File: src/rtl/mem_arbiter.sv
// mem_arbiter: round-robin sharing of one memory port (m_*) between the fetch channel (PC/Inst_*) and the load/store channel (Address/Mem*/Read_data*), with grant and conflict counters
module mem_arbiter #(
  parameter int ADDR_W = 32,
  parameter int DATA_W = 32
) (
  input  logic                clk,
  input  logic                rst,
  input  logic [ADDR_W-1:0]   PC,
  input  logic                Inst_Req_Valid,
  output logic                Inst_Req_Ready,
  output logic [DATA_W-1:0]   Instruction,
  output logic                Inst_Valid,
  input  logic                Inst_Ready,
  input  logic [ADDR_W-1:0]   Address,
  input  logic                MemWrite,
  input  logic [DATA_W-1:0]   Write_data,
  input  logic [DATA_W/8-1:0] Write_strb,
  input  logic                MemRead,
  output logic                Mem_Req_Ready,
  output logic [DATA_W-1:0]   Read_data,
  output logic                Read_data_Valid,
  input  logic                Read_data_Ready,
  output logic [ADDR_W-1:0]   m_Address,
  output logic                m_MemRead,
  output logic                m_MemWrite,
  output logic [DATA_W-1:0]   m_Write_data,
  output logic [DATA_W/8-1:0] m_Write_strb,
  input  logic                m_Req_Ready,
  input  logic [DATA_W-1:0]   m_Read_data,
  input  logic                m_Read_data_Valid,
  output logic                m_Read_data_Ready,
  output logic [31:0]         inst_grant_cnt,
  output logic [31:0]         data_grant_cnt,
  output logic [31:0]         conflict_cnt
);
  typedef enum logic [4:0] {
    IDLE   = 5'b00001,
    I_REQ  = 5'b00010,
    I_RESP = 5'b00100,
    D_REQ  = 5'b01000,
    D_RESP = 5'b10000
  } state_t;
  state_t      r_state;
  logic        r_last_d;
  logic        r_grant_d;
  logic [31:0] r_inst_cnt;
  logic [31:0] r_data_cnt;
  logic [31:0] r_conf_cnt;
  logic        w_d_req;
  logic        w_pick_d;
  logic        w_ireq;
  logic        w_iresp;
  logic        w_dreq;
  logic        w_dresp;
  logic        w_fwd;
  assign w_d_req  = MemRead | MemWrite;
  assign w_pick_d = w_d_req & (~Inst_Req_Valid | ~r_last_d);
  assign w_ireq   = ~rst & (r_state == I_REQ);
  assign w_iresp  = ~rst & (r_state == I_RESP);
  assign w_dreq   = ~rst & (r_state == D_REQ);
  assign w_dresp  = ~rst & (r_state == D_RESP);
  assign w_fwd    = w_ireq | w_dreq;
  always_ff @(posedge clk) begin
    if (rst) begin
      r_state    <= IDLE;
      r_last_d   <= 1'b1;
      r_grant_d  <= 1'b0;
      r_inst_cnt <= '0;
      r_data_cnt <= '0;
      r_conf_cnt <= '0;
    end else begin
      case (r_state)
        IDLE: if (Inst_Req_Valid | w_d_req) begin
          r_state   <= w_pick_d ? D_REQ : I_REQ;
          r_last_d  <= w_pick_d;
          r_grant_d <= w_pick_d;
          if (w_pick_d) r_data_cnt <= r_data_cnt + 32'd1;
          else r_inst_cnt <= r_inst_cnt + 32'd1;
          if (Inst_Req_Valid & w_d_req) r_conf_cnt <= r_conf_cnt + 32'd1;
        end
        I_REQ:  r_state <= !Inst_Req_Valid ? IDLE : m_Req_Ready ? I_RESP : I_REQ;
        I_RESP: if (m_Read_data_Valid & Inst_Ready) r_state <= IDLE;
        D_REQ:  r_state <= !w_d_req ? IDLE : !m_Req_Ready ? D_REQ : MemWrite ? IDLE : D_RESP;
        D_RESP: if (m_Read_data_Valid & Read_data_Ready) r_state <= IDLE;
        default: r_state <= IDLE;
      endcase
    end
  end
  assign m_Address         = w_fwd ? (r_grant_d ? Address : PC) : '0;
  assign m_MemRead         = w_ireq ? Inst_Req_Valid : w_dreq & MemRead & ~MemWrite;
  assign m_MemWrite        = w_dreq & MemWrite;
  assign m_Write_data      = w_dreq ? Write_data : '0;
  assign m_Write_strb      = w_dreq ? Write_strb : '0;
  assign Inst_Req_Ready    = w_ireq & m_Req_Ready;
  assign Mem_Req_Ready     = w_dreq & m_Req_Ready;
  assign Instruction       = w_iresp ? m_Read_data : '0;
  assign Inst_Valid        = w_iresp & m_Read_data_Valid;
  assign Read_data         = w_dresp ? m_Read_data : '0;
  assign Read_data_Valid   = w_dresp & m_Read_data_Valid;
  assign m_Read_data_Ready = w_iresp ? Inst_Ready : w_dresp & Read_data_Ready;
  assign inst_grant_cnt    = rst ? '0 : r_inst_cnt;
  assign data_grant_cnt    = rst ? '0 : r_data_cnt;
  assign conflict_cnt      = rst ? '0 : r_conf_cnt;
endmodule

File: config.mk
export PLATFORM = sky130hd
export DESIGN_NAME = mem_arbiter
export DESIGN_NICKNAME = d
export VERILOG_FILES = /design/src/rtl/mem_arbiter.sv
export SDC_FILE = /design/constraint.sdc
export NUM_CORES = 1
export LEC_CHECK = 0
export BUFFER_PORTS_ARGS = -buffer_cell sky130_fd_sc_hd__buf_2
export CORE_MARGIN = 10
export CORE_UTILIZATION = 37
export CTS_BUF_LIST = sky130_fd_sc_hd__clkbuf_4 sky130_fd_sc_hd__clkbuf_8
export CTS_CLUSTER_DIAMETER = 40
export DETAILED_ROUTE_END_ITERATION = 12
export HOLD_SLACK_MARGIN = 0.1
export PLACE_DENSITY_LB_ADDON = 0.05
export SLEW_MARGIN = 20
export SYNTH_ARGS = -nofsm -noshare
export SYNTH_HDL_FRONTEND = slang
export SYNTH_SLANG_ARGS = --single-unit
File: constraint.sdc
create_clock -name clk -period 2.43 [get_ports clk]
set_input_delay 0.1215 -clock clk [delete_from_list [all_inputs] [get_ports clk]]
set_output_delay 0.1215 -clock clk [all_outputs]
set_load 0.05 [all_outputs]
# Word level (Yosys, flattened, before mapping)
# Index checks and enable logic that the tools add are counted.
# totals
reg_bits	103
latchBits	0
ram_bits	0
rom_bits	0
inputBits	141
out_inout_bits	235
elab_cells	68
n_memories	0
# classes
addsub	3
multipliers	0
n_div	0
magnitude_cmp	0
n_eq_ne	8
n_shift	0
n_mux	21
bitwise_logic	25
reduce_logical	5
# ops
op	n
$mux 32	8
$add 32x1->32 const B	3
$mux 5	6
$pmux 5 s5	1
$and 1x1->1	16
$reduce_and 3->1	4
$mux 4	2
$mux 3	2
$eq 5x1->1 const B	1
$eq 5x2->1 const B	1
$eq 5x3->1 const B	1
$eq 5x4->1 const B	1
$eq 5x5->1 const B	1
$not 1->1	5
$ne 2x1->1 const B	2
$or 1x1->1	4
$mux 1	2
$ne 2x2->1 const B	1
$reduce_and 2->1	1

# Depth between registers and ports, before layout
# Gate-level depths: netlist of run 1.
# depth
word_depth	6
mapped_depth	8
depth_no_buf	6

# Worst setup path before layout of run 1
# No wires, ideal clock.
# synth_timing
path_kind	register -> output
from	register r_state[3]
to	output port Read_data[10]
arrival_time_ps	1959
required_ps	2309
setup_slack_ps	350
stages_incl_launch_ff	5
n_path_buf	1
cell_sequence	dfxtp_1 or4_1 nor3b_1 clkbuf_1 and2_1
# synth_via
elab_chain_len	3
# synth_lines
item	line	rtl
start, declared	43	state_t r_state;
start signal, assigned	74	r_state <= w_pick_d ? D_REQ : I_REQ;
start signal, assigned	81	I_REQ: r_state <= !Inst_Req_Valid ? IDLE : m_Req_Ready ? I_RESP : I_REQ;
start signal, assigned	83	D_REQ: r_state <= !w_d_req ? IDLE : !m_Req_Ready ? D_REQ : MemWrite ? IDLE : D_RESP;
$eq 5x5->1	61	assign w_dresp = ~rst & (r_state == D_RESP);
$and 1x1->1	61	
$mux 32	98	assign Read_data = w_dresp ? m_Read_data : '0;
end, declared	20	output logic [DATA_W-1:0] Read_data,
# No other way between the ends.

# Final worst setup path of run 1
# layout_timing
from	register r_state[3]
to	output port Read_data[21]
# The elaborated chain is that of the path after synthesis.

==> out/results.tsv, run 1 <==
stage	metric	value	unit
run_status	status	complete, no violations	
critical_path	worstSetupStartpointType	flop	
power_and_ir_drop	internal_power	2.46	mW
synth	synthCells	883	
sta	fin_crit_sh	0.976	
sta	min_period	2.37	ns
detailed_routing	ant_nets	0	
sta	worst_slack	0.0581	ns
synth	ys_seq_elements	103	
critical_path	crit_path_end_kind	output pin	
layout	layout_commonest_cell	buf_2	
synth	syn_area_per_cell	7.57	sq um
layout	nets	1392	
power_and_ir_drop	power	3.70	mW
layout	multiInputGateArea	4390	sq um
clocking	cts_made_buffers	9	
clocking	clkLatencyLatePin	0.39	ns
sta	tightest_slew	0.573	ns
critical_path	crit_type	reg2out	
global_routing	grt_pass1_vias	7308	
sta	maxSlewHeadroom	0.618	
place	hpwl	21.6	mm
sta	finalHoldViolCount	0	
clocking	root_buffer	clkbuf_8	
power_and_ir_drop	clock_power_share	0.287	
layout	regArea	2060	sq um
global_routing	grt_first_pass_wirelength	40.5	mm
sta	max_freq	422	MHz
die	die_h	154	um
global_routing	grt_start_max_net_pins	109	
critical_path	max_stage_delay	0.58	ns
power_and_ir_drop	vdd_drop_max	0.000263	V
critical_path	crit_chain	or4_4, nor3b_4, buf_4, buf_6, and2_1, buf_2	
global_routing	grt_overflow	0	
layout	final_cell_mix	buf_2 (329), nor2_1 (127), and2_1 (111), dfxtp_1 (101), nor2b_1 (89)	
clocking	clock-sinks	103	
sta	skew	0.0180	ns
layout	fillers	1835	
synth	yosysSeqAreaShare	0.308	
sta	finalSetupTns	0	ns
layout	final_util	0.521	
die	pin_count	376	
sta	report.final.slew_viol_count	0	
power_and_ir_drop	combPwrFrac	0.232	
synth	ys_async_sr_fraction	0	
die	placeableCoreArea	17900	sq um
clocking	cts_tree	done	
detailed_routing	drt-total-wl	26.7	mm
synth	yosysTopAreaCellShare	0.308	
power_and_ir_drop	p_leak	4.37	nW
run	max_cap_violations	0	
layout	area_growth	39.4	%
layout	antenna_cells	0	
place	dp.cells	1461	
global_routing	antenna_found_initial	0	
critical_path	cp.arrival	2.25	ns
detailed_routing	vias	7373	
synth	ys.flop_type	dfxtp_1	
detailed_routing	drc	0	
die	rows	49	
synth	syn_nets	1027	
critical_path	crit_required	2.31	ns
die	die_w	154	um
die	die_area	23900	sq um
synth	ys_warn_count	0	
synth	synth-edff-count	0	
layout	fin_cells	1482	
place	io_buffers	375	
sta	setup_viol	0	
detailed_routing	drt_iter0_markers	305	
critical_path	path_max_fanout	9	
synth	yosys.area.top_type	dfxtp_1	
detailed_routing	avgRoutedWirePerCell	18.0	um
die	start_util	0.374	
power_and_ir_drop	power_frac_seq	0.481	
clocking	cts_buffer_depth	2	
place	dp_worst_setup_slack	0.253	ns
detailed_routing	firstDrtPassIters	5	
synth	ys_top_cells_by_area	dfxtp_1 (31%), and2_1 (10%), nor2b_1 (8.3%)	
layout	drive_above_1_share	0.347	
detailed_routing	viasPerCell	4.98	
power_and_ir_drop	switching_share	0.337	
clocking	clk_pin_slew	0.11	ns
synth	syn_area	6690	sq um
place	routabilityCongestion	0.818	
power_and_ir_drop	p_per_area	397	nW/um^2
global_routing	gr-usage-all-layers	0.209	
critical_path	crit_path_top_delay_cell	or4_4	
power_and_ir_drop	power_switching	1.25	mW
hold_path	hp-class	in2reg	
clocking	h-tree-depth	3	
synth	synth.distinct_cells	48	
## registers in the layout, indices dropped and copies added (netlist names)
name and cells:
r_state 5, r_conf_cnt 32, r_grant_d 1, r_inst_cnt 32, r_last_d 1, r_data_cnt 32
## path summary, 6_finish.rpt
path	from	to	slack (ns)	depth (start not counted)
min	MemRead	r_state[4]$_SDFFE_PP0P_	0.21	4
max	r_state[3]$_SDFFE_PP0P_	Read_data[21]	0.06	6
min reg2reg	r_conf_cnt[31]$_SDFFE_PP0P_	r_conf_cnt[31]$_SDFFE_PP0P_	0.49	2
max reg2reg	r_state[2]$_SDFFE_PP0P_	r_conf_cnt[24]$_SDFFE_PP0P_	0.24	5
## Yosys cell counts (15+ instances only)
| library cell | n |
|---|---|
| a21oi_1 | 25 |
| and2_1 | 111 |
| and3_1 | 15 |
| and4_1 | 15 |
| clkbuf_1 | 43 |
| dfxtp_1 | 103 |
| inv_1 | 15 |
| mux2i_1 | 34 |
| nand2_1 | 43 |
| nand3_1 | 29 |
| nand4_1 | 33 |
| nor2_1 | 128 |
| nor2b_1 | 89 |
| nor3_1 | 25 |
| nor4_1 | 19 |
| or3_1 | 15 |
| xnor2_1 | 36 |
| xor2_1 | 33 |
## per-layer routing
layer | part of all wire | global-route usage | vias to the layer above
met5 | 0 | 0 | -
met4 | 0.014 | 0.0517 | 0
met3 | 0.074 | 0.0577 | 16
met2 | 0.52 | 0.387 | 274
met1 | 0.39 | 0.228 | 3370
li1 | - | - | 3713
## per-stage QoR
step	area (sq um)	hold WS (ns)
floorplan	6690	0.340
global placement	8960	0.469
detailed placement	8960	0.481
CTS	9160	0.197
global route	9320	0.232
finish	9320	0.211
## cell type report
cell class              count  area share
flip-flops and latches    103       0.221
clock inverters             6     0.00550
repair buffers            407       0.252
clock buffers              10      0.0141
multi-input cells         712       0.471
inverters                  15     0.00604
well taps                 229      0.0307
## repair_timing
item	in CTS	in global routing
gates resized for setup	3	55
hold endpoints to repair	2	0
hold buffers	1	0
cloned	0	3
endpoints found under the setup margin	21	135
pin swaps	0	1
buffers inserted	0	1
## power groups by stage
| stage | clock [mW] | combinational, mW | sequential [mW] |
|---|---|---|---|
| detailed placement | 0 | 0.859 | 1.82 |
| floorplan | 0 | 0.534 | 1.79 |
| global placement | 0 | 0.855 | 1.82 |
| finish | 1.06 | 0.860 | 1.78 |
| CTS | 1.11 | 0.863 | 1.78 |
| global route | 1.16 | 0.927 | 1.79 |
## worst max-delay path, delay by kind of cell (launching register included)
family	cells	cell delay, ns
buffers and inverters	3	0.58
flip-flops	1	0.37
AND/OR/NAND/NOR	3	0.90
## kinds of logic after synthesis
kind of cell / synth area share
compound gates: 0.0500
xor+xnor: 0.0904
fa+ha+maj: 0.00561
buf+inv: 0.0395
flops: 0.308
mux: 0.0559
simple gates: 0.450
(Power assumes the default switching activity.)
==> inputs of run 2 (changes only) <==
--- a/config.mk
+++ b/config.mk
@@ -6,8 +6,10 @@
 export NUM_CORES = 1
 export LEC_CHECK = 0
 export BUFFER_PORTS_ARGS = -buffer_cell sky130_fd_sc_hd__buf_2
+export CELL_PAD_IN_SITES_DETAIL_PLACEMENT = 0
+export CELL_PAD_IN_SITES_GLOBAL_PLACEMENT = 1
 export CORE_MARGIN = 10
-export CORE_UTILIZATION = 37
+export CORE_UTILIZATION = 31
 export CTS_BUF_LIST = sky130_fd_sc_hd__clkbuf_4 sky130_fd_sc_hd__clkbuf_8
 export CTS_CLUSTER_DIAMETER = 40
 export DETAILED_ROUTE_END_ITERATION = 12
==> constraint.sdc (replaced) <==
create_clock -name clk -period 2.43 [get_ports clk]
set_input_delay 0.486 -clock clk [delete_from_list [all_inputs] [get_ports clk]]
set_output_delay 0.486 -clock clk [all_outputs]
set_load 0.05 [all_outputs]
==> out/results.tsv, run 2 (same netlist as run 1, synthesis figures left out) <==
stage	metric	value	unit
sta	fin_crit_sh	1.06	
power_and_ir_drop	internal_power	2.62	mW
power_and_ir_drop	power_switching	1.27	mW
critical_path	crit_chain	or4_4, nor3b_4, buf_6, and2_2, buf_8	
layout	final_cell_mix	buf_2 (237), nor2_1 (114), dfxtp_1 (99), nor2b_1 (88), buf_4 (79)	
layout	drive_above_1_share	0.396	
sta	worst_slack	-0.138	ns
power_and_ir_drop	combPwrFrac	0.242	
critical_path	crit_type	reg2out	
layout	fin_cells	1544	
die	die_h	167	um
clocking	root_buffer	clkbuf_8	
place	hpwl	22.3	mm
power_and_ir_drop	power_frac_seq	0.460	
critical_path	cp.arrival	2.08	ns
sta	skew	0.0150	ns
sta	rsz0062_at_grt	yes	
run	max_cap_violations	0	
run_status	status	finished with violations	
hold_path	hp-class	in2reg	
clocking	cts_made_buffers	9	
power_and_ir_drop	power	3.89	mW
critical_path	path_max_fanout	17	
layout	final_util	0.489	
critical_path	rrSetupSlack	0.23	ns
clocking	clk_pin_slew	0.10	ns
power_and_ir_drop	vdd_drop_max	0.000174	V
die	die_area	27800	sq um
place	dp.cells	1524	
sta	maxSlewHeadroom	0.682	
global_routing	grt_overflow	0	
detailed_routing	avgRoutedWirePerCell	18.2	um
sta	finalHoldViolCount	0	
die	pin_count	376	
global_routing	grt_start_max_net_pins	85	
power_and_ir_drop	p_leak	4.60	nW
clocking	clock-sinks	103	
layout	area_growth	54.6	%
critical_path	max_stage_delay	0.57	ns
detailed_routing	drt_iter0_markers	329	
clocking	cts_buffer_depth	2	
die	placeableCoreArea	21200	sq um
critical_path	crit_required	1.94	ns
die	start_util	0.316	
detailed_routing	firstDrtPassIters	4	
layout	layout_commonest_cell	buf_2	
sta	tightest_slew	0.474	ns
global_routing	grt_pass1_vias	7422	
detailed_routing	ant_nets	0	
detailed_routing	drt-total-wl	28.1	mm
die	rows	53	
layout	regArea	2070	sq um
sta	report.final.slew_viol_count	0	
critical_path	critPathTopFamily	simple AND/OR/NAND/NOR gates	
critical_path	crit_path_top_delay_cell	or4_4	
detailed_routing	drc	0	
global_routing	antenna_found_initial	6	
layout	top_regs	r_conf_cnt: 32 flops, r_data_cnt: 32 flops, r_inst_cnt: 32 flops	
power_and_ir_drop	switching_share	0.327	
sta	setup_viol	88	
global_routing	grt_first_pass_wirelength	42.7	mm
clocking	clkLatencyLatePin	0.40	ns
layout	multiInputGateArea	4530	sq um
power_and_ir_drop	clock_power_share	0.298	
clocking	cts_tree	done	
place	io_buffers	375	
sta	max_freq	389	MHz
critical_path	crit_path_end_kind	output pin	
detailed_routing	viasPerCell	4.78	
sta	min_period	2.57	ns
global_routing	gr-usage-all-layers	0.189	
power_and_ir_drop	p_per_area	376	nW/um^2
critical_path	worstSetupStartpointType	flop	
clocking	h-tree-depth	3	
run_status	violations	negative setup slack	
layout	nets	1407	
critical_path	crit_buf_inv	2	
layout	fillers	2140	
detailed_routing	vias	7384	
die	die_w	167	um
place	routabilityCongestion	0.824	
run 2: cell count changes in the layout (fill, tap and decap cells not counted), sizes merged:
cell and delta:
clkbuf -38, diode +1, buf +54, bufinv +1, inv -2, dlygate4sd3 -1, clkinvlp +1
run 2: power by group through the flow:
stage	Clock, mW	Sequential [mW]	Combinational [mW]
final	1.16	1.79	0.941
after global routing	1.26	1.79	1.02
after CTS	1.19	1.79	0.949
after detailed placement	0	1.82	0.871
after global placement	0	1.82	0.874
after floorplan	0	1.79	0.534
run 2: worst paths after layout:
check	cells after the start	end	startpoint
worst max-delay path	5	Read_data[12]	r_state[0]$_SDFFE_PP1P_
worst min-delay path	3	r_state[3]$_SDFFE_PP0P_	m_Req_Ready
worst min register to register	2	r_conf_cnt[31]$_SDFFE_PP0P_	r_conf_cnt[31]$_SDFFE_PP0P_
worst max register to register	6	r_conf_cnt[27]$_SDFFE_PP0P_	r_state[3]$_SDFFE_PP0P_
run 2: worst reg2reg max path, stage by stage, from the launching register on:
cell and delay (ns):
dfxtp_4 0.38, nor4b_2 0.32, buf_4 0.16, nand4b_1 0.22, or2_1 0.40, or4_1 0.52, a21oi_1 0.15
run 2: final cells by class:
class,count,area share
multi-input cells,712,0.439
repair buffers,422,0.303
flip-flops and latches,103,0.200
well taps,275,0.0333
clock buffers,10,0.0127
clock inverters,6,0.00678
inverters,15,0.00545
diodes,1,0.000242
run 2: what timing repair did:
item | CTS | global route
buffers inserted | 4 | 0
hold buffers | 0 | 0
gates cloned | 1 | 0
endpoints found under the hold margin | 0 | 0
resized for setup | 252 | 69
setup endpoints to repair | 136 | 139
pin swaps | 6 | 4
run 2: layer usage:
layer  part of all wire  GRT usage  routed length (um)  vias to the layer above
met5             0.0025          0                  69                        -
met4              0.012     0.0439                 347                       10
met3              0.089     0.0772                2500                       25
met2               0.50      0.332               14000                      271
met1               0.40      0.206               11100                     3329
li1                   -          -                   -                     3749
run 2: metrics by stage:
| step | worst slack (ns) | setup TNS (ns) | hold slack [ns] | cell area, sq um |
|---|---|---|---|---|
| 3_5_place_dp | -0.0550 | -0.145 | 0.474 | 9160 |
| 4_1_cts | -0.179 | -10.77 | 0.444 | 10200 |
| 6_report | -0.138 | -6.31 | 0.463 | 10300 |
| 2_1_floorplan | -0.0251 | -0.0501 | 0.449 | 6730 |
| 5_1_grt | -0.235 | -21.80 | 0.443 | 10300 |
| 3_3_place_gp | -0.154 | -0.591 | 0.470 | 9160 |
